## src/rtl/hilo_muldiv_unit.sv

```systemverilog
// Iterative MULT/MULTU/DIV/DIVU unit owning the architectural HI/LO registers.
// Optional macro MULDIV_FLUSH_EN adds a Flush input that aborts an operation in flight.
module hilo_muldiv_unit #(
  parameter int DATA_WIDTH = 32,
  parameter int CNT_WIDTH  = 6
) (
  input  logic                  Clk,
  input  logic                  Rst,
  input  logic                  Start,
  input  logic [1:0]            Op,
  input  logic [DATA_WIDTH-1:0] A,
  input  logic [DATA_WIDTH-1:0] B,
  input  logic                  HiWrite,
  input  logic                  LoWrite,
`ifdef MULDIV_FLUSH_EN
  input  logic                  Flush,
`endif
  output logic                  Busy,
  output logic                  Done,
  output logic                  DivByZero,
  output logic [DATA_WIDTH-1:0] Hi,
  output logic [DATA_WIDTH-1:0] Lo
);

  localparam int W = DATA_WIDTH;
  localparam logic [CNT_WIDTH-1:0] CNT_LAST = CNT_WIDTH'(DATA_WIDTH - 1);

  localparam logic [1:0] ST_IDLE = 2'd0;
  localparam logic [1:0] ST_RUN  = 2'd1;
  localparam logic [1:0] ST_FIX  = 2'd2;
  localparam logic [1:0] ST_DONE = 2'd3;

  logic [1:0]           state;
  logic [CNT_WIDTH-1:0] cnt;
  logic                 is_div;
  logic                 neg_a;
  logic                 neg_b;
  logic                 div_zero;
  logic [W-1:0]         opnd;     // multiplicand or divisor magnitude
  logic [W-1:0]         work_hi;  // product high half or partial remainder
  logic [W-1:0]         work_lo;  // multiplier/product low half or dividend/quotient

  logic flush;
`ifdef MULDIV_FLUSH_EN
  assign flush = Flush;
`else
  assign flush = 1'b0;
`endif

  // Operand capture: signed ops (Op[0]=0) work on magnitudes.
  logic         a_neg_in, b_neg_in;
  logic [W-1:0] a_abs, b_abs;
  assign a_neg_in = ~Op[0] & A[W-1];
  assign b_neg_in = ~Op[0] & B[W-1];
  assign a_abs    = a_neg_in ? -A : A;
  assign b_abs    = b_neg_in ? -B : B;

  // One shift-add multiply step: add into the high half, shift right by one.
  logic [W:0] mul_sum;
  assign mul_sum = {1'b0, work_hi} + {1'b0, (work_lo[0] ? opnd : {W{1'b0}})};

  // One restoring divide step: shift in the next dividend bit, subtract if it fits.
  logic [W:0]   div_shift;
  logic         div_ge;
  logic [W-1:0] rem_next;
  assign div_shift = {work_hi, work_lo[W-1]};
  assign div_ge    = div_shift >= {1'b0, opnd};
  assign rem_next  = div_shift[W-1:0] - (div_ge ? opnd : {W{1'b0}});

  // Sign correction applied in FIX.
  logic [2*W-1:0] prod_fix;
  logic [W-1:0]   quo_fix, rem_fix;
  assign prod_fix = (neg_a ^ neg_b) ? -{work_hi, work_lo} : {work_hi, work_lo};
  assign quo_fix  = div_zero ? {W{1'b1}} : ((neg_a ^ neg_b) ? -work_lo : work_lo);
  assign rem_fix  = neg_a ? -work_hi : work_hi;

  // NOTE: all state here updates with <= so every branch reads pre-edge values.
  always_ff @(posedge Clk) begin
    if (Rst) begin
      state     <= ST_IDLE;
      cnt       <= '0;
      is_div    <= 1'b0;
      neg_a     <= 1'b0;
      neg_b     <= 1'b0;
      div_zero  <= 1'b0;
      opnd      <= '0;
      work_hi   <= '0;
      work_lo   <= '0;
      Busy      <= 1'b0;
      Done      <= 1'b0;
      DivByZero <= 1'b0;
      Hi        <= '0;
      Lo        <= '0;
    end else begin
      Done      <= 1'b0;
      DivByZero <= 1'b0;
      case (state)
        ST_IDLE: begin
          if (Start && !flush) begin
            is_div   <= Op[1];
            neg_a    <= a_neg_in;
            neg_b    <= b_neg_in;
            div_zero <= Op[1] && (B == '0);
            opnd     <= Op[1] ? b_abs : a_abs;
            work_hi  <= '0;
            work_lo  <= Op[1] ? a_abs : b_abs;
            cnt      <= '0;
            Busy     <= 1'b1;
            state    <= ST_RUN;
          end else if (!Start) begin
            if (HiWrite) Hi <= A;
            if (LoWrite) Lo <= A;
          end
        end
        ST_RUN: begin
          if (flush) begin
            Busy  <= 1'b0;
            state <= ST_IDLE;
          end else begin
            if (is_div) begin
              work_hi <= rem_next;
              work_lo <= {work_lo[W-2:0], div_ge};
            end else begin
              work_hi <= mul_sum[W:1];
              work_lo <= {mul_sum[0], work_lo[W-1:1]};
            end
            cnt <= cnt + 1'b1;
            if (cnt == CNT_LAST) begin
              cnt   <= '0;
              state <= ST_FIX;
            end
          end
        end
        ST_FIX: begin
          if (flush) begin
            Busy  <= 1'b0;
            state <= ST_IDLE;
          end else begin
            Hi    <= is_div ? rem_fix : prod_fix[2*W-1:W];
            Lo    <= is_div ? quo_fix : prod_fix[W-1:0];
            state <= ST_DONE;
          end
        end
        default: begin
          // Done and Busy=0 appear together; the unit is IDLE again that cycle.
          Busy      <= 1'b0;
          Done      <= 1'b1;
          DivByZero <= div_zero;
          state     <= ST_IDLE;
        end
      endcase
    end
  end

endmodule

```

## config.mk

```make
export PLATFORM = sky130hd
export DESIGN_NAME = hilo_muldiv_unit
export DESIGN_NICKNAME = d
export VERILOG_FILES = /design/src/rtl/hilo_muldiv_unit.sv
export SDC_FILE = /design/constraint.sdc
export NUM_CORES = 1
export LEC_CHECK = 0
export BUFFER_PORTS_ARGS = -buffer_cell sky130_fd_sc_hd__clkbuf_2
export CAP_MARGIN = 10
export CORE_MARGIN = 2
export CORE_UTILIZATION = 45
export CTS_CLUSTER_DIAMETER = 30
export DETAILED_ROUTE_END_ITERATION = 16
export HOLD_SLACK_MARGIN = 0.06
export PLACE_DENSITY = 0.64
export SETUP_SLACK_MARGIN = 0.15
export SYNTH_ARGS = -nofsm -noshare
export SYNTH_HDL_FRONTEND = slang
export SYNTH_SLANG_ARGS = --single-unit
```

## constraint.sdc

```tcl
create_clock -name Clk -period 5.5 [get_ports Clk]
set_clock_uncertainty 0.15 [all_clocks]
set_input_delay 0.825 -clock Clk [delete_from_list [all_inputs] [get_ports Clk]]
set_output_delay 0.825 -clock Clk [all_outputs]
set_load 0.05 [all_outputs]
```

==> impl_metrics.yaml <==
floorplan:
  dieArea_um2: 34600
  die_x_um: 186
  pin_count: 138
  start_util: 0.458
  rows: 66
  die-height_um: 186
  core_um2: 32500
synth:
  synthesis.area_um2: 14900
  synthesis.nets: 2197
  synth.distinct_cells: 74
  synth_edf_count: 0
  synth_seq_area_share: 0.235
  ys.flop_type: "dfxtp_1"
  async_flop_share: 0
  ys_seq_elements: 175
  yosysWarnings: 0
  syn_inst: 2012
  syn_area_per_cell_um2: 7.40
setup_path:
  critPathRequiredTime_ns: 5.71
  cp_cell_sequence: "inv_1 > ha_1 > a21o_1 > a21o_1 > a21oi_1 > o21ai_0 > a221oi_2 > o31ai_4 > and2_1 > ha_1 > inv_1 > fa_1 > nand3_1 > nand2_1 > a31oi_2 > o311ai_0 > buf_4 > a41oi_1 > a21o_1 > a31oi_1 > a31oi_1 > xnor2_1 > a221o_1"
  r2r-end: "work_hi[30]"
  cp-end-kind: "register"
  crit_type: "register to register"
  arrival_ns: 5.28
  worstRegToRegCells: 23
  path_max_fanout: 3
  startpoint_type: "register"
  reg2reg_from: "opnd[14]"
  rrSetupSlack_ns: 0.43
  path_common_cell: "a21o_1"
  cp_slowest_cell: "a221oi_2"
  crit_path_max_incr_delay_ns: 0.41
finish:
  layout-drive-gt1-share: 0.133
  final_cell_mix: "nor2_1, nand2_1, a21oi_1, dfxtp_1, clkbuf_2"
  layout.area.seq_um2: 3510
  areaGrowthSynthToFinish_pct: 12.3
  finalInstanceArea_um2: 16700
  fillers: 3313
  num-nets-final: 2287
  instances_no_fill: 2558
  post-route-util: 0.514
  multi_input_area_um2: 10700
  final_common_cell: "nor2_1"
place:
  hpwl_um: 42600
  portBuffers: 137
  dpl.cell_count: 2525
  place_area_um2: 16100
  routabilityCongestion: 1.02
pwr:
  ir_worst_vdd_mv: 0.302
  combPwrFrac: 0.560
  internal_power_mw: 3.51
  leakage_nw: 6.89
  powerDensity_nw_per_um2: 423
  pwr-share-seq: 0.269
  pwr-share-clk: 0.172
  swShare: 0.504
  switchingPower_mw: 3.57
routing:
  first_pass_iters: 6
  via_per_inst: 6.15
  drc: 0
  routed_wl_um: 56100
  dr_total_vias: 15700
  ant_nets: 0
  dr.first_iter.drc_count: 1626
  detail_route.wl_per_cell_um: 21.9
grt:
  grt.busiest_layer: "met2"
  grt_util_met2: 0.512
  grt_max_degree: 80
  antenna_found_initial: 1
  use_met1: 0.436
  gr-usage-all-layers: 0.319
  grt_pass1_vias: 14200
  grt_first_pass_wirelength_um: 84100
  use_met3: 0.0477
  grt-ovfl-total: 0
clock_tree:
  cts_tree: "done"
  htreeDepth: 4
  cts_setup_buffers: 0
  root_buffer: "clkbuf_16"
  insertion_delay_ns: 0.47
  cts.sinks: 175
  clockBufferDepth: 2
  cts-buffers-inserted: 17
  clk_pin_slew_ns: 0.07
worst_hold_path:
  min_path_type: "register to register"
  hold_start: "Lo[9]"
  worstHoldEndpoint: "Lo[9]"
  hold_depth: 2
timing:
  rsz0062_at_grt: "no"
  tns_ns: 0
  fmax_mhz: 197
  worstMarginPinSlew_ns: 1.24
  min_period_ns: 5.07
  relSlewSlack: 0.168
  finalHoldViolations: 0
  timing.final.crit_share: 0.922
  finalMaxSlewViolations: 0
  finalSetupViolations: 0
run:
  cap_violations: 0
run_status:
  status: "completed"
==> through the flow <==
stage          hold WS, ns  power (mW)  setup slack [ns]
4_1_cts              0.306        6.99             0.406
2_1_floorplan        0.295        4.60             0.651
3_3_place_gp         0.290        5.74             0.465
6_report             0.302        7.07             0.429
3_5_place_dp         0.296        5.78             0.468
5_1_grt              0.315        7.47             0.142
==> routing by layer <==
| layer | vias to the layer above | wire length, um | share of wire |
|---|---|---|---|
| met5 | - | 0 | 0 |
| met4 | 0 | 1730 | 0.031 |
| met3 | 100 | 4950 | 0.088 |
| met2 | 791 | 25400 | 0.45 |
| met1 | 7397 | 24000 | 0.43 |
| li1 | 7454 | - | - |
==> critical path, delay by kind of cell (launching register included) <==
family / cells / cell delay (ns)
AO/OA/AOI/OAI: 13 / 2.91
adder cells (fa/ha/maj): 3 / 0.71
buffers and inverters: 3 / 0.33
flip-flops: 1 / 0.35
AND/OR/NAND/NOR: 3 / 0.40
XOR/XNOR: 1 / 0.14
==> cells by family (layout without fill, tap and decap cells) <==
logic type	count (synthesis)	in the layout	share of synthesized area
buf+inv	195	298	0.0501
compound gates	627	627	0.272
simple gates	671	671	0.205
other cells	0	1	0
xor+xnor	177	177	0.104
mux	53	53	0.0369
flops	175	175	0.235
fa+ha+maj	114	114	0.0968
==> state kept, by name (all words and copies together), names as in the netlist, 2 cells and up <==
name / cells
state: 2
work_lo: 32
cnt: 6
Hi: 32
Lo: 32
work_hi: 32
opnd: 32
==> power by group through the flow <==
stage / logic [mW] / clock network (mW) / registers [mW]
after floorplan: 2.41 / 0 / 2.20
after global placement: 3.84 / 0 / 1.90
after detailed placement: 3.86 / 0 / 1.91
after CTS: 3.89 / 1.22 / 1.88
after global routing: 4.26 / 1.28 / 1.93
final: 3.96 / 1.22 / 1.90
==> cells in the mapped netlist, types with 18 or more instances <==
master | instances | area, um2
a21o_1 | 44 | 330
xnor2_1 | 97 | 850
dfxtp_1 | 175 | 3500
nor3_1 | 61 | 305
or3_1 | 20 | 125
o21ai_0 | 101 | 505
o211ai_1 | 27 | 203
a22oi_1 | 18 | 135
nor2_1 | 249 | 935
a31oi_1 | 20 | 125
a211oi_1 | 79 | 593
clkbuf_1 | 103 | 387
ha_1 | 112 | 1400
inv_1 | 71 | 267
a21oi_1 | 205 | 1030
o221ai_1 | 33 | 289
nand2_1 | 214 | 803
mux2i_1 | 38 | 380
xor2_1 | 80 | 701
==> worst max path at each step <==
stage | end | from | slack, ns
4_1_cts | work_hi[30] | opnd[14] | 0.41
5_1_grt | work_hi[30] | opnd[14] | 0.14
6_report | work_hi[30] | opnd[14] | 0.43
2_1_floorplan | work_hi[30] | work_hi[27] | 0.65
3_3_place_gp | work_hi[30] | work_lo[31] | 0.46
3_5_place_dp | work_hi[30] | opnd[14] | 0.47
==> final cells by class <==
class	instances	area share
antenna	1	0.000150
timing repair buffer	194	0.0667
clock inverter	11	0.00636
inverter	72	0.0162
clock buffer	21	0.0269
multi-input combinational	1642	0.641
sequential	175	0.210
tap	442	0.0331
==> timing repair <==
action,CTS,global route
setup endpoints to repair,0,5
gates resized for setup,0,5
hold buffers,0,0
(Power assumes the default switching activity.)
